==> src/rtl/lmc_pkg.sv <==
// Shared constants, function codes and FSM state type for the LMC1992 microwire responder.
package lmc_pkg;

  typedef enum logic [1:0] {IDLE, SHIFT, DECODE} state_e;

  localparam int FRAME_BITS = 11;

  localparam logic [2:0] FN_MIXER  = 3'd0;
  localparam logic [2:0] FN_BASS   = 3'd1;
  localparam logic [2:0] FN_TREBLE = 3'd2;
  localparam logic [2:0] FN_MASTER = 3'd3;
  localparam logic [2:0] FN_RIGHT  = 3'd4;
  localparam logic [2:0] FN_LEFT   = 3'd5;

  localparam logic [5:0] MAX_MASTER   = 6'd40;
  localparam logic [4:0] MAX_LR       = 5'd20;
  localparam logic [3:0] MAX_TONE     = 4'd12;
  localparam logic [1:0] MIX_RESERVED = 2'd3;

  localparam logic [5:0] RST_MASTER = 6'd40;
  localparam logic [4:0] RST_LR     = 5'd20;
  localparam logic [3:0] RST_TONE   = 4'd6;
  localparam logic [1:0] RST_MIXER  = 2'd1;

endpackage

==> src/rtl/lmc_frame_rx.sv <==
// Microwire frame receiver: edge detect, 11-bit shifter, bit counter, idle timeout and frame FSM.
module lmc_frame_rx
  import lmc_pkg::*;
#(
  parameter int TIMEOUT = 512
) (
  input  logic        clk32,
  input  logic        reset,
  input  logic        mw_clk_i,
  input  logic        mw_data_i,
  input  logic        mw_done_i,
  output logic [10:0] frame_o,
  output logic        frame_ok_o,
  output logic        frame_short_o
);

  localparam int TW = $clog2(TIMEOUT + 1);

  logic          mw_clk_q, mw_done_q;
  state_e        state_q, state_d;
  logic [10:0]   shift_q, shift_d;
  logic [4:0]    count_q, count_d;
  logic [TW-1:0] tout_q, tout_d;
  logic          clk_rise, done_rise;

  assign clk_rise  = mw_clk_i & ~mw_clk_q;
  assign done_rise = mw_done_i & ~mw_done_q;

  always_comb begin
    state_d = state_q;
    shift_d = shift_q;
    count_d = count_q;
    tout_d  = tout_q;
    case (state_q)
      IDLE: begin
        tout_d = '0;
        if (clk_rise) begin
          shift_d = {shift_q[9:0], mw_data_i};
          count_d = 5'd1;
          state_d = SHIFT;
        end
      end
      SHIFT: begin
        if (clk_rise) begin
          shift_d = {shift_q[9:0], mw_data_i};
          count_d = (count_q == 5'd31) ? 5'd31 : count_q + 5'd1;
          tout_d  = '0;
        end
        // A coincident bit has already been shifted above, so the frame includes it.
        if (done_rise) begin
          state_d = DECODE;
          tout_d  = '0;
        end else if (!clk_rise) begin
          if (tout_q == TW'(TIMEOUT - 1)) begin
            state_d = IDLE;
            count_d = '0;
            tout_d  = '0;
          end else begin
            tout_d = tout_q + 1'b1;
          end
        end
      end
      DECODE: begin
        state_d = IDLE;
        count_d = '0;
        tout_d  = '0;
        if (clk_rise) begin
          shift_d = {shift_q[9:0], mw_data_i};
          count_d = 5'd1;
          state_d = SHIFT;
        end
      end
      default: state_d = IDLE;
    endcase
  end

  always_ff @(posedge clk32) begin
    if (reset) begin
      mw_clk_q  <= 1'b0;
      mw_done_q <= 1'b0;
      state_q   <= IDLE;
      shift_q   <= '0;
      count_q   <= '0;
      tout_q    <= '0;
    end else begin
      mw_clk_q  <= mw_clk_i;
      mw_done_q <= mw_done_i;
      state_q   <= state_d;
      shift_q   <= shift_d;
      count_q   <= count_d;
      tout_q    <= tout_d;
    end
  end

  assign frame_o       = shift_q;
  assign frame_ok_o    = (state_q == DECODE) && (count_q >= 5'(FRAME_BITS));
  assign frame_short_o = (state_q == DECODE) && (count_q <  5'(FRAME_BITS));

endmodule

==> src/rtl/lmc_microwire_rx.sv <==
// LMC1992 responder top: validates and decodes received frames into clamped mixer settings.
module lmc_microwire_rx
  import lmc_pkg::*;
#(
  parameter logic [1:0] DEV_ADDR = 2'b10,
  parameter int         TIMEOUT  = 512
) (
  input  logic       clk32,
  input  logic       reset,
  input  logic       mw_clk,
  input  logic       mw_data,
  input  logic       mw_done,
  output logic [5:0] master_vol,
  output logic [4:0] left_vol,
  output logic [4:0] right_vol,
  output logic [3:0] bass,
  output logic [3:0] treble,
  output logic [1:0] mixer,
  output logic       cmd_valid,
  output logic       cmd_err
);

  logic [10:0] frame;
  logic        frame_ok, frame_short;

  lmc_frame_rx #(.TIMEOUT(TIMEOUT)) u_frame_rx (
    .clk32         (clk32),
    .reset         (reset),
    .mw_clk_i      (mw_clk),
    .mw_data_i     (mw_data),
    .mw_done_i     (mw_done),
    .frame_o       (frame),
    .frame_ok_o    (frame_ok),
    .frame_short_o (frame_short)
  );

  logic [5:0] master_q, master_d;
  logic [4:0] left_q, left_d, right_q, right_d;
  logic [3:0] bass_q, bass_d, treble_q, treble_d;
  logic [1:0] mixer_q, mixer_d;
  logic       valid_q, valid_d, err_q, err_d;
  logic       accept;
  logic [5:0] d;

  assign d = frame[5:0];

  always_comb begin
    master_d = master_q;
    left_d   = left_q;
    right_d  = right_q;
    bass_d   = bass_q;
    treble_d = treble_q;
    mixer_d  = mixer_q;
    accept   = 1'b0;
    if (frame_ok && frame[10:9] == DEV_ADDR) begin
      case (frame[8:6])
        FN_MIXER: if (d[1:0] != MIX_RESERVED) begin
          accept  = 1'b1;
          mixer_d = d[1:0];
        end
        FN_BASS:   begin accept = 1'b1; bass_d   = (d[3:0] > MAX_TONE)   ? MAX_TONE   : d[3:0]; end
        FN_TREBLE: begin accept = 1'b1; treble_d = (d[3:0] > MAX_TONE)   ? MAX_TONE   : d[3:0]; end
        FN_MASTER: begin accept = 1'b1; master_d = (d > MAX_MASTER)      ? MAX_MASTER : d;      end
        FN_RIGHT:  begin accept = 1'b1; right_d  = (d[4:0] > MAX_LR)     ? MAX_LR     : d[4:0]; end
        FN_LEFT:   begin accept = 1'b1; left_d   = (d[4:0] > MAX_LR)     ? MAX_LR     : d[4:0]; end
        default:   accept = 1'b0;
      endcase
    end
    valid_d = accept;
    err_d   = frame_short | (frame_ok & ~accept);
  end

  always_ff @(posedge clk32) begin
    if (reset) begin
      master_q <= RST_MASTER;
      left_q   <= RST_LR;
      right_q  <= RST_LR;
      bass_q   <= RST_TONE;
      treble_q <= RST_TONE;
      mixer_q  <= RST_MIXER;
      valid_q  <= 1'b0;
      err_q    <= 1'b0;
    end else begin
      master_q <= master_d;
      left_q   <= left_d;
      right_q  <= right_d;
      bass_q   <= bass_d;
      treble_q <= treble_d;
      mixer_q  <= mixer_d;
      valid_q  <= valid_d;
      err_q    <= err_d;
    end
  end

  assign master_vol = master_q;
  assign left_vol   = left_q;
  assign right_vol  = right_q;
  assign bass       = bass_q;
  assign treble     = treble_q;
  assign mixer      = mixer_q;
  assign cmd_valid  = valid_q;
  assign cmd_err    = err_q;

endmodule

==> config.mk <==
export PLATFORM = sky130hd
export DESIGN_NAME = lmc_microwire_rx
export DESIGN_NICKNAME = d
export VERILOG_FILES = /design/src/rtl/lmc_pkg.sv /design/src/rtl/lmc_frame_rx.sv /design/src/rtl/lmc_microwire_rx.sv
export SDC_FILE = /design/constraint.sdc
export NUM_CORES = 1
export LEC_CHECK = 0
export CAP_MARGIN = 20
export CORE_ASPECT_RATIO = 0.6
export CORE_MARGIN = 1.5
export CORE_UTILIZATION = 45
export DETAILED_ROUTE_END_ITERATION = 8
export GPL_ROUTABILITY_DRIVEN = 0
export GPL_TIMING_DRIVEN = 0
export PLACE_DENSITY = 0.72
export SLEW_MARGIN = 20
export SYNTH_ARGS = -nofsm -noshare
export SYNTH_HDL_FRONTEND = slang
export SYNTH_HIERARCHICAL = 1
export SYNTH_SLANG_ARGS = --single-unit
==> constraint.sdc <==
create_clock -name clk32 -period 2.5 [get_ports clk32]
set_input_delay 0.75 -clock clk32 [delete_from_list [all_inputs] [get_ports clk32]]
set_output_delay 0.75 -clock clk32 [all_outputs]
set_load 0.01 [all_outputs]
; Word-level counts from Yosys, hierarchy flattened
; Cells that the tools add are included.
[word_totals]
word_cells = 85
in_bits = 5
ff_bits = 58
output_inout_bits = 28
[classes]
magnitude_cmp = 5
add_sub_neg = 2
muxes = 24
eq_ne = 14
n_bitwise = 7
n_reduce_logical = 19
[ops]
columns = operator, n
row1 = $mux 5, 7
row2 = $mux 10, 3
row3 = $pmux 10 s2, 1
row4 = $pmux 5 s3, 1
row5 = $reduce_and 2->1, 7
row6 = $add 10x1->10 const B, 1
row7 = $eq 10x9->1 const B, 1
row8 = $mux 2, 4
row9 = $eq 3x2->1 const B, 2
row10 = $eq 3x3->1 const B, 2
row11 = $gt 6x6->1 const B, 1
row12 = $mux 6, 1
row13 = $pmux 2 s3, 1
row14 = $reduce_and 3->1, 2
row15 = $add 5x1->5 const B, 1
row16 = $eq 5x5->1 const B, 1
row17 = $ge 5x4->1 const B, 1
row18 = $gt 5x5->1 const B, 1
row19 = $lt 5x4->1 const B, 1
row20 = $reduce_or 5->1, 1
row21 = $eq 2x2->1 const B, 2
row22 = $gt 4x4->1 const B, 1
row23 = $mux 1, 4
row24 = $mux 4, 1
row25 = 17 further kinds, 23

; Longest topological paths before layout
[depth]
word_depth = 7
mapped_depth = 8
mapped_depth_nobuf = 7

; By module
; The synthesis kept the hierarchy.
[by_module_without_submodules]
columns = module, cells_each, seq_area_each_um2, n_inst, area_per_inst_um2
row1 = lmc_frame_rx, 181, 600.6, 1, 1461.4
row2 = lmc_microwire_rx, 131, 560.5, 1, 1228.7

; Least setup slack after synthesis
; Ideal clock, no wire load.
[synth_path]
path_kind = reg-to-reg
from = reg u_frame_rx.count_q[0]
to = reg mixer_q[0] (netlist: mixer[0])
path_stages_with_launch = 8
path_buffers = 0
arrival_time_ns = 1.623
setup_time_ns = 0.117
setup_slack_ns = 0.760
period_less_slack_ns = 1.740
required_time_ns = 2.383
cell_sequence = dfxtp_1 -> ha_1 -> inv_1 -> a21oi_1 -> o21a_1 -> nand2b_1 -> or4_4 -> o22a_1
[synth_between]
elab_chain_len = 4
[synth_lines]
columns = item, line_no
row1 = "start, declared", lmc_frame_rx.sv:22  ; logic [4:0] count_q, count_d;
row2 = "start signal, assigned", lmc_frame_rx.sv:90  ; count_q <= count_d;
row3 = $ge 5x4->1, lmc_frame_rx.sv:96  ; assign frame_ok_o = (state_q == DECODE) && (count_q >= 5'(FRAME_BITS));
row4 = $logic_and 1x1->1, lmc_frame_rx.sv:96
row5 = net frame_ok, lmc_microwire_rx.sv:24  ; logic frame_ok, frame_short;
row6 = $logic_and 1x1->1, lmc_microwire_rx.sv:55  ; if (frame_ok && frame[10:9] == DEV_ADDR) begin
row7 = $reduce_and 3->1 (no line), -
row8 = "end signal, assigned", lmc_microwire_rx.sv:89  ; mixer_q <= mixer_d;
row9 = "end, declared", lmc_microwire_rx.sv:40  ; logic [1:0] mixer_q, mixer_d;
; The timed path passes the listed nets, and every way through them passes these cells.
; A chain may end at the register's enable or synchronous reset.

==> summary.txt <==
Status
  – Status: finished clean

Synth
  – Most common library cells after synthesis: dfxtp_1, nand2_1, nor2_1
  – Mux share of post-synthesis cell area: 6.74%
  – Yosys cell types: 53
  – Area share of the largest cell type after synthesis: 43.2%
  – Compound-cell area share of the yosys netlist: 13.9%
  – Most used flip-flop cell after synthesis: dfxtp_1
  – Register area share after synthesis: 43.2%
  – Synth area leaders: dfxtp_1, mux2i_1, nand2_1, a21oi_1, nor2_1
  – Adder-cell share of the synthesized area: 3.26%
  – Yosys warning total: 6
  – Post-synth top area cell: dfxtp_1
  – Syn Nets: 324
  – Simple-gate area share of the yosys netlist: 27.4%
  – Mean post-synth cell area: 8.62 um^2
  – Cell count after synthesis: 312
  – Post-synth EDFFs: 0
  – Largest family of logic cells by synthesized area: simple AND/OR/NAND/NOR gates
  – Synth Register Bits: 58
  – Asr flop ratio synth: 0%
  – Most common cell in the synthesized netlist: dfxtp_1
  – Synthesized area: 2690 um^2
  – Synth Area in XOR/XNOR: 2.60%

Worst setup path
  – CP Capture Type: flop
  – Worst-path fanout max: 10
  – WS Path Type: input pin to flop
  – Crit path DAT: 2.57 ns
  – Setup crit start kind: input pin
  – Req. time, crit path: 2.77 ns

STA
  – Period utilisation layout: 92.1%
  – Fin. Hold Viols: 0
  – Max Clock Skew: 0.00693 ns
  – Final number of max-transition violations: 0
  – Setup Viol. Count Final: 0
  – Slew Limit Headroom: 61.3%
  – Fmax: 0.434 GHz
  – Min Hold Slack: 0.463 ns
  – RSZ-0062 raised after global routing: false
  – Final min period: 2.30 ns
  – Worst Tran Pin Value: 0.576 ns

GRT
  – Largest net degree at the start of global routing: 11
  – Vias in the first global route: 2114
  – Initial antenna violation count: 0
  – First-pass GRT wire length: 10.3 mm
  – Tot GR Track Use: 21.0%
  – Grt ovf: 0

Floorplanning
  – Floorplan Core Area: 5680 um^2
  – Chip height: 62.9 um
  – Die width: 103 um
  – Die area: 6470 um^2
  – Row count: 21
  – Initial Utilization: 47.4%
  – IO Pins: 33

Placement
  – HPWL Detailed: 4.47 mm
  – Placed cell count: 424
  – Port Buffer Count: 32

Layout
  – Final net count: 367
  – Ant. Diodes: 0
  – Filler Cell Count: 543
  – Share of cells above drive strength 1: 7.50%
  – Multi-input combinational cell area: 1450 um^2
  – Core Util, Final: 58.7%
  – Reg area: 1160 um^2
  – Area added between synthesis and finish: 23.8%
  – Final cell count without fillers: 440

Clocking
  – Worst skew pair latency: 0.34 ns
  – Reg clk slew, reported paths: 0.07 ns
  – CTS Root Cell: clkbuf_8
  – Max clock buf depth: 2
  – Sink Count: 58
  – Max H-tree Level: 3
  – Post-CTS Setup Repair Bufs: 0
  – Post-CTS sizing: 0
  – Cts bufs inserted: 9
  – CTS tree: built
  – CTS Hold Buffers Added: 0

Power
  – VDD IR max: 0.000280 V
  – Leak: 0.00113 uW
  – Pwr Total: 2180 uW
  – Cell Pwr Density: 655 nW/um^2

Job
  – Max Cap Viol: 0

Drt
  – First DRT Iteration DRCs: 174
  – Routed Antenna Nets: 0
  – Vias/cell: 5.35
  – WL/cell: 13.8 um
  – DRT Wirelength: 6.06 mm
  – DRC: 0
  – Drt first pass iters: 4
  – Via count: 2354

Hold path
  – Hold Crit Class: flop to flop
==> final timing paths <==
kind,from,endpoint,slack (ns),depth (start not counted)
worst max-delay path,reset,treble[2]$_SDFFE_PP1P_,0.20,5
worst min-delay path,u_frame_rx/frame_o[6]$_SDFFE_PP0P_,u_frame_rx/frame_o[7]$_SDFFE_PP0P_,0.46,2
worst max register to register,u_frame_rx/count_q[0]$_SDFFE_PP0P_,bass[0]$_SDFFE_PP0P_,0.39,7
worst min register to register,u_frame_rx/frame_o[6]$_SDFFE_PP0P_,u_frame_rx/frame_o[7]$_SDFFE_PP0P_,0.46,2
==> report_power, final <==
group	switching (uW)	leakage [uW]	internal (uW)	total (uW)
registers	29.2	0.000469	948	977
clock network	369	0.000109	585	954
logic	156	0.000550	92.6	249
total	555	0.00113	1630	2180
==> sequential cells by signal (all words and copies together) (netlist names), 2 cells and up <==
signal              count
u_frame_rx/count_q      5
u_frame_rx/state_q      2
master_vol              6
u_frame_rx/tout_q      10
mixer                   2
treble                  4
left_vol                5
u_frame_rx/frame_o     11
right_vol               5
bass                    4
==> through the flow <==
step / instance area (um^2) / setup WS [ns] / TNS (ns)
floorplan: 2690 / 0.760 / 0
global placement: 3110 / -0.0930 / -0.754
detailed placement: 3110 / -0.148 / -1.19
CTS: 3330 / 0.216 / 0
global route: 3330 / 0.00795 / 0
finish: 3330 / 0.198 / 0
==> metal layers <==
metal / routed length [um] / GRT usage [%] / part of all wire (%)
met5: 0 / 0 / 0
met4: 87 / 7.09 / 1.4
met3: 487 / 6.38 / 8.0
met2: 2330 / 26.4 / 39
met1: 3150 / 33.0 / 52
==> worst max-delay path, stage by stage <==
cell and delay (ns):
clkdlybuf4s50_1 0.69, clkbuf_1 0.40, clkbuf_1 0.45, nor2_1 0.13
mux2i_1 0.15
==> cells by family (layout without fill, tap and decap cells) <==
| family | after synthesis | in the layout |
|---|---|---|
| xor+xnor | 8 | 8 |
| flops | 58 | 58 |
| buf+inv | 20 | 68 |
| fa+ha+maj | 7 | 7 |
| mux | 18 | 18 |
| compound gates | 63 | 63 |
| simple gates | 138 | 138 |
==> layout make-up <==
class                   instances  share of cell area [%]
clock inverters                 5                    2.33
inverters                       6                   0.676
repair buffers                 32                    9.62
flip-flops and latches         58                    34.9
plain buffers                  14                    1.65
well taps                      80                    3.01
multi-input cells             234                    43.6
clock buffers                  11                    4.25
==> cells in the final DEF, fill, tap and decap left out, types with 2 or more instances in the layout <==
cell type / netlist / final
bufinv_16: 0 / 2
nand4b_1: 3 / 3
nand2b_1: 12 / 12
ha_1: 7 / 7
nand2_1: 38 / 38
inv_1: 6 / 6
nor3b_1: 3 / 3
xor2_1: 4 / 4
clkinv_2: 0 / 2
o21ai_1: 2 / 2
nand3_1: 7 / 7
a211oi_1: 3 / 3
mux2i_1: 17 / 17
a21oi_1: 27 / 27
clkdlybuf4s50_1: 0 / 32
clkbuf_1: 12 / 13
buf_2: 2 / 2
clkbuf_8: 0 / 10
o21ai_0: 17 / 17
xnor2_1: 4 / 4
nor3_1: 4 / 4
nor2_1: 36 / 36
dfxtp_1: 58 / 58
nor2b_1: 7 / 7
nand3b_1: 6 / 6
and3b_1: 2 / 2
a31oi_1: 2 / 2
nor4_1: 2 / 2
nand4_1: 3 / 3
No activity file was read; power rests on OpenSTA's default activity.
